===== src/rtl/vga_timing_encoder.sv =====
// vga_timing_encoder
//   Parametrised VGA timing generator and pixel encoder. Free-running
//   horizontal/vertical counters (advanced by PIX_CE) feed a single register
//   stage that produces sync, visible-region flag and expanded colour.
//
//   Optional feature macro: VGA_ENC_PATTERN_EN
//     When defined, TPAT=1 substitutes 8 vertical full-scale colour bars for
//     CSEL. When undefined, TPAT is ignored.
//
// Ports
//   CLK          system clock (single domain)
//   RST          synchronous active-high reset
//   PIX_CE       pixel clock enable; nothing advances or loads while 0
//   CSEL[7:0]    colour select {R[2:0], G[2:0], B[1:0]} for (HCOORD, VCOORD)
//   TPAT         test-pattern select (only with VGA_ENC_PATTERN_EN)
//   HCOORD       current horizontal counter
//   VCOORD       current vertical counter
//   HSYNC/VSYNC  registered sync outputs, polarity set by HS_POL/VS_POL
//   RED/GREEN/BLUE registered CW-bit colour channels, zero outside ACTIVE
//   ACTIVE       registered visible-region flag
//   FRAME_START  one-CLK strobe while pixel (0,0) is on the outputs
module vga_timing_encoder #(
  parameter int H_VISIBLE = 640,
  parameter int H_FRONT   = 16,
  parameter int H_SYNC    = 96,
  parameter int H_BACK    = 48,
  parameter int V_VISIBLE = 480,
  parameter int V_FRONT   = 10,
  parameter int V_SYNC    = 2,
  parameter int V_BACK    = 33,
  parameter int HS_POL    = 0,
  parameter int VS_POL    = 0,
  parameter int CW        = 4,
  parameter int CNT_W     = 10
) (
  input  logic             CLK,
  input  logic             RST,
  input  logic             PIX_CE,
  input  logic [7:0]       CSEL,
  input  logic             TPAT,
  output logic [CNT_W-1:0] HCOORD,
  output logic [CNT_W-1:0] VCOORD,
  output logic             HSYNC,
  output logic             VSYNC,
  output logic [CW-1:0]    RED,
  output logic [CW-1:0]    GREEN,
  output logic [CW-1:0]    BLUE,
  output logic             ACTIVE,
  output logic             FRAME_START
);

  localparam int H_TOTAL = H_VISIBLE + H_FRONT + H_SYNC + H_BACK;
  localparam int V_TOTAL = V_VISIBLE + V_FRONT + V_SYNC + V_BACK;

  localparam logic [CNT_W-1:0] H_LAST = CNT_W'(H_TOTAL - 1);
  localparam logic [CNT_W-1:0] V_LAST = CNT_W'(V_TOTAL - 1);

  // Region bounds are compared one bit wider than the counters so that a
  // sync end equal to 2^CNT_W (zero back porch) does not wrap.
  localparam logic [CNT_W:0] H_VIS_B  = (CNT_W+1)'(H_VISIBLE);
  localparam logic [CNT_W:0] HS_BEG_B = (CNT_W+1)'(H_VISIBLE + H_FRONT);
  localparam logic [CNT_W:0] HS_END_B = (CNT_W+1)'(H_VISIBLE + H_FRONT + H_SYNC);
  localparam logic [CNT_W:0] V_VIS_B  = (CNT_W+1)'(V_VISIBLE);
  localparam logic [CNT_W:0] VS_BEG_B = (CNT_W+1)'(V_VISIBLE + V_FRONT);
  localparam logic [CNT_W:0] VS_END_B = (CNT_W+1)'(V_VISIBLE + V_FRONT + V_SYNC);

  localparam logic HS_ACT = (HS_POL != 0);
  localparam logic VS_ACT = (VS_POL != 0);

  logic [CNT_W-1:0] hcnt;
  logic [CNT_W-1:0] vcnt;
  logic [CNT_W:0]   hx;
  logic [CNT_W:0]   vx;

  logic             hs_on;
  logic             vs_on;
  logic             act_d;
  logic [7:0]       sel;

  // Cyclic MSB-first replication: the top CW bits of {f,f,f,...}.
  function automatic logic [CW-1:0] rep3(input logic [2:0] f);
    logic [3*CW-1:0] t;
    t = {CW{f}};
    return t[3*CW-1 -: CW];
  endfunction

  function automatic logic [CW-1:0] rep2(input logic [1:0] f);
    logic [2*CW-1:0] t;
    t = {CW{f}};
    return t[2*CW-1 -: CW];
  endfunction

  // Position counters
  always_ff @(posedge CLK) begin
    if (RST) begin
      hcnt <= '0;
      vcnt <= '0;
    end else if (PIX_CE) begin
      if (hcnt == H_LAST) begin
        hcnt <= '0;
        vcnt <= (vcnt == V_LAST) ? '0 : vcnt + 1'b1;
      end else begin
        hcnt <= hcnt + 1'b1;
      end
    end
  end

  assign HCOORD = hcnt;
  assign VCOORD = vcnt;
  assign hx     = {1'b0, hcnt};
  assign vx     = {1'b0, vcnt};

`ifdef VGA_ENC_PATTERN_EN
  localparam int               BAR_WI  = ((H_VISIBLE >> 3) > 0) ? (H_VISIBLE >> 3) : 1;
  localparam logic [CNT_W-1:0] BAR_W   = CNT_W'(BAR_WI);
  localparam logic [CNT_W-1:0] BAR_MAX = CNT_W'(7);

  logic [CNT_W-1:0] bar_q;
  logic [2:0]       bar;
  logic [2:0]       bar_rgb;

  // Pixels past 8*BAR_W (H_VISIBLE not a multiple of 8) stay in the last bar.
  always_comb begin
    bar_q = hcnt / BAR_W;
    bar   = (bar_q > BAR_MAX) ? 3'd7 : bar_q[2:0];
    case (bar)
      3'd0:    bar_rgb = 3'b111;
      3'd1:    bar_rgb = 3'b110;
      3'd2:    bar_rgb = 3'b011;
      3'd3:    bar_rgb = 3'b010;
      3'd4:    bar_rgb = 3'b101;
      3'd5:    bar_rgb = 3'b100;
      3'd6:    bar_rgb = 3'b001;
      default: bar_rgb = 3'b000;
    endcase
  end

  // Replicated bits make every channel all-ones or all-zeros after expansion.
  assign sel = TPAT ? {{3{bar_rgb[2]}}, {3{bar_rgb[1]}}, {2{bar_rgb[0]}}} : CSEL;
`else
  logic unused_tpat;
  assign unused_tpat = TPAT;
  assign sel         = CSEL;
`endif

  always_comb begin
    hs_on = (hx >= HS_BEG_B) && (hx < HS_END_B);
    vs_on = (vx >= VS_BEG_B) && (vx < VS_END_B);
    act_d = (hx < H_VIS_B) && (vx < V_VIS_B);
  end

  // Output stage: loads on enabled cycles; FRAME_START is rewritten every
  // cycle so it lasts exactly one CLK even while the other outputs hold.
  always_ff @(posedge CLK) begin
    if (RST) begin
      HSYNC       <= ~HS_ACT;
      VSYNC       <= ~VS_ACT;
      RED         <= '0;
      GREEN       <= '0;
      BLUE        <= '0;
      ACTIVE      <= 1'b0;
      FRAME_START <= 1'b0;
    end else begin
      FRAME_START <= PIX_CE && (hcnt == '0) && (vcnt == '0);
      if (PIX_CE) begin
        HSYNC  <= hs_on ? HS_ACT : ~HS_ACT;
        VSYNC  <= vs_on ? VS_ACT : ~VS_ACT;
        ACTIVE <= act_d;
        RED    <= act_d ? rep3(sel[7:5]) : '0;
        GREEN  <= act_d ? rep3(sel[4:2]) : '0;
        BLUE   <= act_d ? rep2(sel[1:0]) : '0;
      end
    end
  end

endmodule


===== config.mk =====
export PLATFORM = sky130hd
export DESIGN_NAME = vga_timing_encoder
export DESIGN_NICKNAME = d
export VERILOG_FILES = /design/src/rtl/vga_timing_encoder.sv
export SDC_FILE = /design/constraint.sdc
export NUM_CORES = 1
export LEC_CHECK = 0
export CORE_AREA = 5 5 46 88
export CTS_CLUSTER_SIZE = 40
export DETAILED_ROUTE_END_ITERATION = 10
export DIE_AREA = 0 0 51 93
export PLACE_DENSITY_LB_ADDON = 0.08
export RECOVER_POWER = 100
export SYNTH_ARGS = -nofsm -noshare
export SYNTH_HDL_FRONTEND = slang
export SYNTH_SLANG_ARGS = --single-unit

===== constraint.sdc =====
create_clock -name CLK -period 4.3 [get_ports CLK]
set_input_delay 0.645 -clock CLK [delete_from_list [all_inputs] [get_ports CLK]]
set_output_delay 0.645 -clock CLK [all_outputs]
set_load 0.005 [all_outputs]

==> results of run 1 <==
-- worst max-delay path, stage by stage --
cell and delay [ns]:
dlygate4sd3_1 0.81, inv_1 0.30, nor4b_1 1.32, a22oi_1 0.19, nor2_1 0.14
-- routing by layer --
metal,vias to the layer above,part of all wire,track usage
li1,708,-,-
met2,44,0.56,0.325
met1,682,0.37,0.173
met3,6,0.050,0.0399
met4,0,0.018,0.0787
met5,-,0,0
-- final timing paths --
path                                   to  slack, ns
worst max-delay path             GREEN[2]       1.10
worst min register to register      VSYNC       0.48
worst max register to register  VCOORD[1]       1.91
worst min-delay path                VSYNC       0.48
-- layout by cell type (no fill, tap or decap), types with 2 or more instances in the layout --
cell type and count:
inv_1 6, dfxtp_1 32, nor4_1 3, and4_1 2, clkdlybuf4s50_1 9, xor2_1 4, a21oi_1 8, nor3_1 5
nand2_1 8, or3_1 5, clkbuf_8 7, nand3_1 4, nand2b_1 3, nor4b_1 3, dlygate4sd3_1 37, a22oi_1 9
nor2_1 23, xnor2_1 6, o21ai_0 7, and3_1 3, nand4_1 8, o31ai_1 2, ha_1 5
-- where the power goes --
part	total, W	internal [W]	switching [W]	leakage, nW
clock	0.000313	0.000204	0.000109	0.0645
combinational	0.0000503	0.0000288	0.0000215	0.518
sequential	0.000310	0.000304	0.00000573	0.260
-- area by class of cell --
type                    count  area [µm²]
flip-flops and latches     32         641
inverters                   6        22.5
clock buffers               7        96.3
multi-input cells         123         800
fillers                   292        1250
clock inverters             1        30.0
well taps                  32        40.0
repair buffers             46         460
-- kinds of logic after synthesis --
| family | count (synthesis) | share of synthesized area |
|---|---|---|
| buf+inv | 18 | 0.0721 |
| simple gates | 76 | 0.292 |
| xor+xnor | 10 | 0.0555 |
| mux | 1 | 0.00634 |
| fa+ha+maj | 5 | 0.0396 |
| flops | 32 | 0.406 |
| compound gates | 31 | 0.129 |
-- registers in the layout, indices dropped and copies added (netlist names) --
signal	flops
HCOORD	10
HSYNC	1
FRAME_START	1
VCOORD	10
VSYNC	1
GREEN	3
BLUE	2
ACTIVE	1
RED	3
-- per-stage QoR --
step	cells	utilization	total power (W)	hold WS (ns)	cell area, µm²
after global placement	239	0.595	0.000371	0.473	1990
final	247	0.625	0.000673	0.483	2090
after CTS	247	0.633	0.000683	0.498	2110
after floorplan	173	-	0.000341	0.473	1580
after global routing	247	0.625	0.000696	0.533	2090
after detailed placement	239	0.595	0.000372	0.480	1990
==> impl_metrics.tcl, run 1 <==
set metrics [dict create \
    grt_pass1_wl_um 6460 \
    yosys_most_used_dff "dfxtp_1" \
    antenna_cells 0 \
    die_h_um 93 \
    skew_ns 0.00408 \
    synth_seq_cells 32 \
    setup_viol 0 \
    totalWireLength_um 3920 \
    yosys.cell_types.count 41 \
    final.setup.worst_slack_ns 1.10 \
    worstSkewPairLatency_ns 0.28 \
    vdd_ir_drop_max_uv 309 \
    gr-usage-all-layers 0.174 \
    power.density_nw_per_um2 322 \
    dp.final_hpwl_um 2900 \
    start_util 0.473 \
    drive_gt1_frac 0.0651 \
    whs_path_depth 2 \
    critPathKind "in2reg" \
    tightest_slew_ns 1.53 \
    violations "max-capacitance violations, max-slew violations" \
    drt-wirelength-per-cell_um 15.9 \
    crit_start "PIX_CE" \
    status "finished with violations" \
    root_buffer "clkbuf_8" \
    yosysSeqAreaShare 0.406 \
    finalSetupTns_ns 0 \
    antenna_found_initial 0 \
    final_net_count 231 \
    r2r-start "HCOORD[0]" \
    drtPass1Iterations 4 \
    slew_violations 10 \
    worstPathMaxFanout 11 \
    yosysWarnings 0 \
    drt_iter0_markers 28 \
    fmaxAchievable_mhz 312 \
    ant_nets 0 \
    grt_start_max_net_pins 19 \
    drt-vias-per-instance 5.83 \
    synth-edff-count 0 \
    die_area_um2 4740 \
    min-delay-start "VSYNC" \
    io_buffer_count 46 \
    relSlewSlack -0.0336 \
    synth.avg_cell_area_um2 9.13 \
    crit_required_ns 4.51 \
    synthTopCellsByCount "dfxtp_1 (32), nor2_1 (23), a22oi_1 (9), a21oi_1 (8), nand2_1 (8)" \
    worst_setup_path_end_kind "register" \
    syn_to_final_growth_pct 32.3 \
    synth_area_leaders "dfxtp_1 (41%), nor2_1 (5.5%), a22oi_1 (4.3%), ha_1 (4.0%), xnor2_1 (3.3%)" \
    yosysMostFrequentCell "dfxtp_1" \
    synth_area_um2 1580 \
    syn_inst 173 \
    pre_cts_ws_ns 1.40 \
    hold_viol_final 0 \
    cts_tree "yes" \
    cts_setup_buffers 0 \
    grt-ovfl-total 0 \
    crit_arrival_ns 3.42 \
    place_congestion 0.807 \
    cp-start-kind "input pin" \
    reg2reg_depth 5 \
    rsz0062_at_grt "false" \
    cts.sinks 32 \
    first_global_vias 1473 \
    synth_nets 190 \
    synth_top_area_frac 0.406 \
    path_clk_slew_ns 0.07 \
    clk_path_buf_depth 2 \
    finalCriticalPeriod_ns 3.20 \
    yosysTopAreaCell "dfxtp_1" \
    p_leak_nw 0.843 \
    vias 1440 \
    die_w_um 51 \
    drc 0 \
    hold_class "reg2reg" \
    cts_htree_levels 2 \
    holdBufCountCts 0 \
    ios 48 \
    async_reset_ff_frac 0 \
    fin_crit_sh 0.745 \
    numCtsBuffers 5 \
    cts_resized 0 \
    design.core.area_um2 3340 \
    num_rows 30 \
    cap_violations 1 \
]
Power figures use the tool's default switching activity.
==> run 2: changes to the inputs <==
--- a/config.mk
+++ b/config.mk
@@ -5,10 +5,10 @@
 export SDC_FILE = /design/constraint.sdc
 export NUM_CORES = 1
 export LEC_CHECK = 0
-export CORE_AREA = 5 5 46 88
+export CORE_AREA = 5 5 50 95
 export CTS_CLUSTER_SIZE = 40
 export DETAILED_ROUTE_END_ITERATION = 10
-export DIE_AREA = 0 0 51 93
+export DIE_AREA = 0 0 55 100
 export PLACE_DENSITY_LB_ADDON = 0.08
 export RECOVER_POWER = 100
 export SYNTH_ARGS = -nofsm -noshare
==> constraint.sdc (replaced) <==
create_clock -name CLK -period 2.7 [get_ports CLK]
set_input_delay 0.405 -clock CLK [delete_from_list [all_inputs] [get_ports CLK]]
set_output_delay 0.405 -clock CLK [all_outputs]
set_load 0.005 [all_outputs]
==> impl_metrics.tcl, run 2 (same netlist as run 1, synthesis figures left out) <==
set metrics [dict create \
    numCtsBuffers 5 \
    critPathKind "in2reg" \
    setup_viol 0 \
    final_common_cell "dlygate4sd3_1" \
    cts.sinks 32 \
    die_area_um2 5500 \
    worstPathMaxFanout 11 \
    skew_ns 0.00110 \
    tightest_slew_ns 0.516 \
    slew_violations 0 \
    ant_nets 0 \
    min-delay-start "VSYNC" \
    antenna_cells 0 \
    die_h_um 100 \
    cts_tree "yes" \
    start_util 0.407 \
    layout_common_cells "dlygate4sd3_1 (37), dfxtp_1 (32), nor2_1 (23)" \
    drt-wirelength-per-cell_um 15.0 \
    rsz0062_at_grt "false" \
    drtPass1Iterations 4 \
    grt_start_max_net_pins 19 \
    ios 48 \
    crit_arrival_ns 2.46 \
    drt-vias-per-instance 5.41 \
    relSlewSlack 0.653 \
    vias 1454 \
    cts_resized 0 \
    cts_htree_levels 2 \
    drc 0 \
    totalWireLength_um 4030 \
    worstSkewPairLatency_ns 0.28 \
    reg2reg_depth 5 \
    final_net_count 234 \
    antenna_found_initial 0 \
    num_rows 32 \
    timing.rr.end "VCOORD[4]" \
    whs_path_depth 2 \
    finalSetupTns_ns 0 \
    vdd_ir_drop_max_uv 400 \
    path_clk_slew_ns 0.07 \
    holdBufCountCts 0 \
    root_buffer "clkbuf_8" \
    reg2reg_setup_slack_ns 0.58 \
    status "finished clean" \
    dp.final_hpwl_um 3060 \
    drt_iter0_markers 44 \
    whs_endpoint "VSYNC" \
    syn_to_final_growth_pct 33.1 \
    power.density_nw_per_um2 454 \
    first_global_vias 1443 \
    worst_setup_path_end_kind "register" \
    cts_setup_buffers 0 \
    grt-ovfl-total 0 \
    fmaxAchievable_mhz 446 \
    hold_class "reg2reg" \
    die_w_um 55 \
    clk_path_buf_depth 2 \
    finalCriticalPeriod_ns 2.24 \
    drive_gt1_frac 0.0780 \
    cp-start-kind "input pin" \
    io_buffer_count 46 \
    crit_required_ns 2.92 \
    r2r-start "HCOORD[0]" \
    gr-usage-all-layers 0.162 \
    cap_violations 0 \
    utilization 0.541 \
    grt_pass1_wl_um 6620 \
    design.core.area_um2 3880 \
    p_leak_nw 0.843 \
    fin_crit_sh 0.830 \
    hold_viol_final 0 \
    place_congestion 0.825 \
]
[run 2: how the worst max path moves through the flow]
| stage | startpoint | to | slack (ns) | depth (start not counted) |
|---|---|---|---|---|
| floorplan | HCOORD[0] | VCOORD[6] | 0.99 | 6 |
| global placement | PIX_CE | VCOORD[6] | 0.51 | 5 |
| detailed placement | PIX_CE | VCOORD[6] | 0.47 | 5 |
| CTS | HCOORD[0] | VCOORD[6] | 0.67 | 5 |
| global route | PIX_CE | GREEN[1] | 0.28 | 7 |
| finish | PIX_CE | GREEN[0] | 0.46 | 7 |
[run 2: routing by layer]
| metal | GRT usage | wire (µm) | vias up |
|---|---|---|---|
| met5 | 0 | 0 | - |
| met4 | 0.0618 | 78 | 0 |
| met3 | 0.0446 | 206 | 6 |
| met2 | 0.303 | 2270 | 38 |
| met1 | 0.156 | 1470 | 699 |
| li1 | - | - | 711 |
[run 2: cell type report]
cell class | count | area (µm²)
clock buffers | 6 | 82.6
well taps | 51 | 63.8
fillers | 397 | 1780
clock inverters | 2 | 10.0
multi-input cells | 123 | 803
inverters | 6 | 22.5
repair buffers | 49 | 479
flip-flops and latches | 32 | 641
[run 2: per-stage QoR]
step	power (W)	hold slack [ns]	instances	cell area (µm²)	setup slack, ns
detailed placement	0.000597	0.477	261	2030	0.471
finish	0.000955	0.481	269	2100	0.459
floorplan	0.000543	0.473	173	1580	0.991
CTS	0.000977	0.495	269	2130	0.672
global route	0.00100	0.515	269	2100	0.282
global placement	0.000595	0.470	261	2030	0.505
[run 2: report_power, final]
group          switching [W]  total (W)  leakage, nW  internal [W]
combinational      0.0000359  0.0000842        0.531     0.0000484
clock               0.000175   0.000378       0.0510      0.000203
sequential        0.00000878   0.000493        0.260      0.000484
[run 2: worst max-delay path, stage by stage]
cell	delay, ns
dlygate4sd3_1	0.53
clkbuf_1	0.42
inv_1	0.33
nor4b_1	0.37
buf_4	0.22
a22oi_1	0.08
nor2_1	0.11
==> run 3: changes to the inputs <==
==> constraint.sdc (replaced) <==
create_clock -name CLK -period 2 [get_ports CLK]
set_input_delay 0.3 -clock CLK [delete_from_list [all_inputs] [get_ports CLK]]
set_output_delay 0.3 -clock CLK [all_outputs]
set_load 0.005 [all_outputs]
==> impl_metrics.tcl, run 3 (same netlist as run 1, synthesis figures left out) <==
set metrics [dict create \
    drive_gt1_frac 0.0856 \
    grt-ovfl-total 0 \
    fmaxAchievable_mhz 542 \
    cts_htree_levels 2 \
    hold_class "reg2reg" \
    pre_cts_ws_ns -0.00184 \
    final.setup.worst_slack_ns 0.155 \
    place_congestion 0.852 \
    io_buffer_count 46 \
    reg2reg_depth 5 \
    grt_start_max_net_pins 12 \
    utilization 0.551 \
    p_leak_nw 0.844 \
    tightest_slew_ns 0.507 \
    cp-start-kind "register" \
    first_global_vias 1534 \
    drc 0 \
    timing.rr.end "VCOORD[6]" \
    antenna_found_initial 0 \
    drtPass1Iterations 4 \
    skew_ns 0.00500 \
    die_h_um 100 \
    cp.depth 5 \
    status "finished clean" \
    drt_iter0_markers 38 \
    cts_resized 0 \
    die_area_um2 5500 \
    relSlewSlack 0.659 \
    cpMaxStageDelayCell "or4_4" \
    path_clk_slew_ns 0.06 \
    whs_path_depth 2 \
    totalWireLength_um 4230 \
    final_common_cell "dlygate4sd3_1" \
    worstSkewPairLatency_ns 0.28 \
    finalSetupTns_ns 0 \
    dp.final_hpwl_um 3260 \
    r2r-start "HCOORD[0]" \
    worst_setup_path_end_kind "register" \
    design.core.area_um2 3880 \
    critPathKind "reg2reg" \
    vdd_ir_drop_max_uv 396 \
    hold_ws_ns 0.477 \
    crit_required_ns 2.21 \
    cpPeakStageDelay_ns 0.53 \
    crit_arrival_ns 2.06 \
    vias 1449 \
    worstPathMaxFanout 8 \
    cts_tree "yes" \
    syn_to_final_growth_pct 35.5 \
    start_util 0.407 \
    fin_crit_sh 0.923 \
    critPathBufInv 0 \
    root_buffer "clkbuf_8" \
    grt_pass1_wl_um 7200 \
    cts.sinks 32 \
    crit_start "HCOORD[0]" \
    rsz0062_at_grt "false" \
    clk_path_buf_depth 2 \
    setup_viol 0 \
    drt-wirelength-per-cell_um 15.5 \
    worstPathCellList "ha_1 > and4_2 > nand4_4 > or4_4 > a21oi_2" \
    gr-usage-all-layers 0.176 \
    ant_nets 0 \
    cts_setup_buffers 0 \
    num_rows 32 \
    layout_common_cells "dlygate4sd3_1 (34), dfxtp_1 (32), nor2_1 (23)" \
    final_net_count 239 \
    die_w_um 55 \
    numCtsBuffers 5 \
    endpoint "VCOORD[6]" \
    power_w 0.00124 \
    finalCriticalPeriod_ns 1.85 \
    holdBufCountCts 0 \
    drt-vias-per-instance 5.31 \
    antenna_cells 0 \
    cap_violations 0 \
    power.density_nw_per_um2 578 \
    hold_viol_final 0 \
    ios 48 \
    reg2reg_setup_slack_ns 0.15 \
    slew_violations 0 \
    cpLargestDelayFamily "simple AND/OR/NAND/NOR gates" \
]
-- run 3: changes by cell type in the layout (fill, tap and decap cells not counted), sizes merged --
| cell | before | now |
|---|---|---|
| dlygate4sd3 | 37 | 34 |
| clkinv | 2 | 1 |
| clkbuf | 7 | 9 |
| clkdlybuf4s50 | 9 | 12 |
| buf | 2 | 5 |
-- run 3: worst min path at each step --
stage	from	to	slack, ns
after floorplan	CSEL[1]	BLUE[1]	0.44
after global placement	VSYNC	VSYNC	0.47
after detailed placement	VSYNC	VSYNC	0.47
after CTS	VSYNC	VSYNC	0.49
after global routing	VSYNC	VSYNC	0.49
final	VSYNC	VSYNC	0.48
-- run 3: metal layers --
| metal | routed length (µm) | global-route usage | vias to the layer above |
|---|---|---|---|
| met2 | 2380 | 0.321 | 41 |
| li1 | - | - | 717 |
| met4 | 85 | 0.0618 | 0 |
| met5 | 0 | 0 | - |
| met1 | 1570 | 0.183 | 683 |
| met3 | 190 | 0.0401 | 8 |
-- run 3: per-stage QoR --
stage	cells	area, µm²
2_1_floorplan	173	1580
3_3_place_gp	266	2070
3_5_place_dp	266	2070
4_1_cts	273	2150
5_1_grt	273	2140
6_report	273	2140
-- run 3: tightest hold or removal path: stages, from the launching register on --
cell and delay (ns):
dfxtp_1 0.32, o21ai_0 0.07, nand2b_1 0.06
-- run 3: power breakdown --
group	switching [W]	internal (W)	leakage [nW]	total (W)
registers	0.0000121	0.000654	0.260	0.000666
logic	0.0000492	0.0000681	0.543	0.000117
clock network	0.000217	0.000236	0.0410	0.000453
-- run 3: area by class of cell --
type	instances	area, µm²
repair buffers	54	509
fillers	393	1740
flip-flops and latches	32	641
clock inverters	1	5.00
clock buffers	6	72.6
multi-input cells	123	826
inverters	6	22.5
well taps	51	63.8
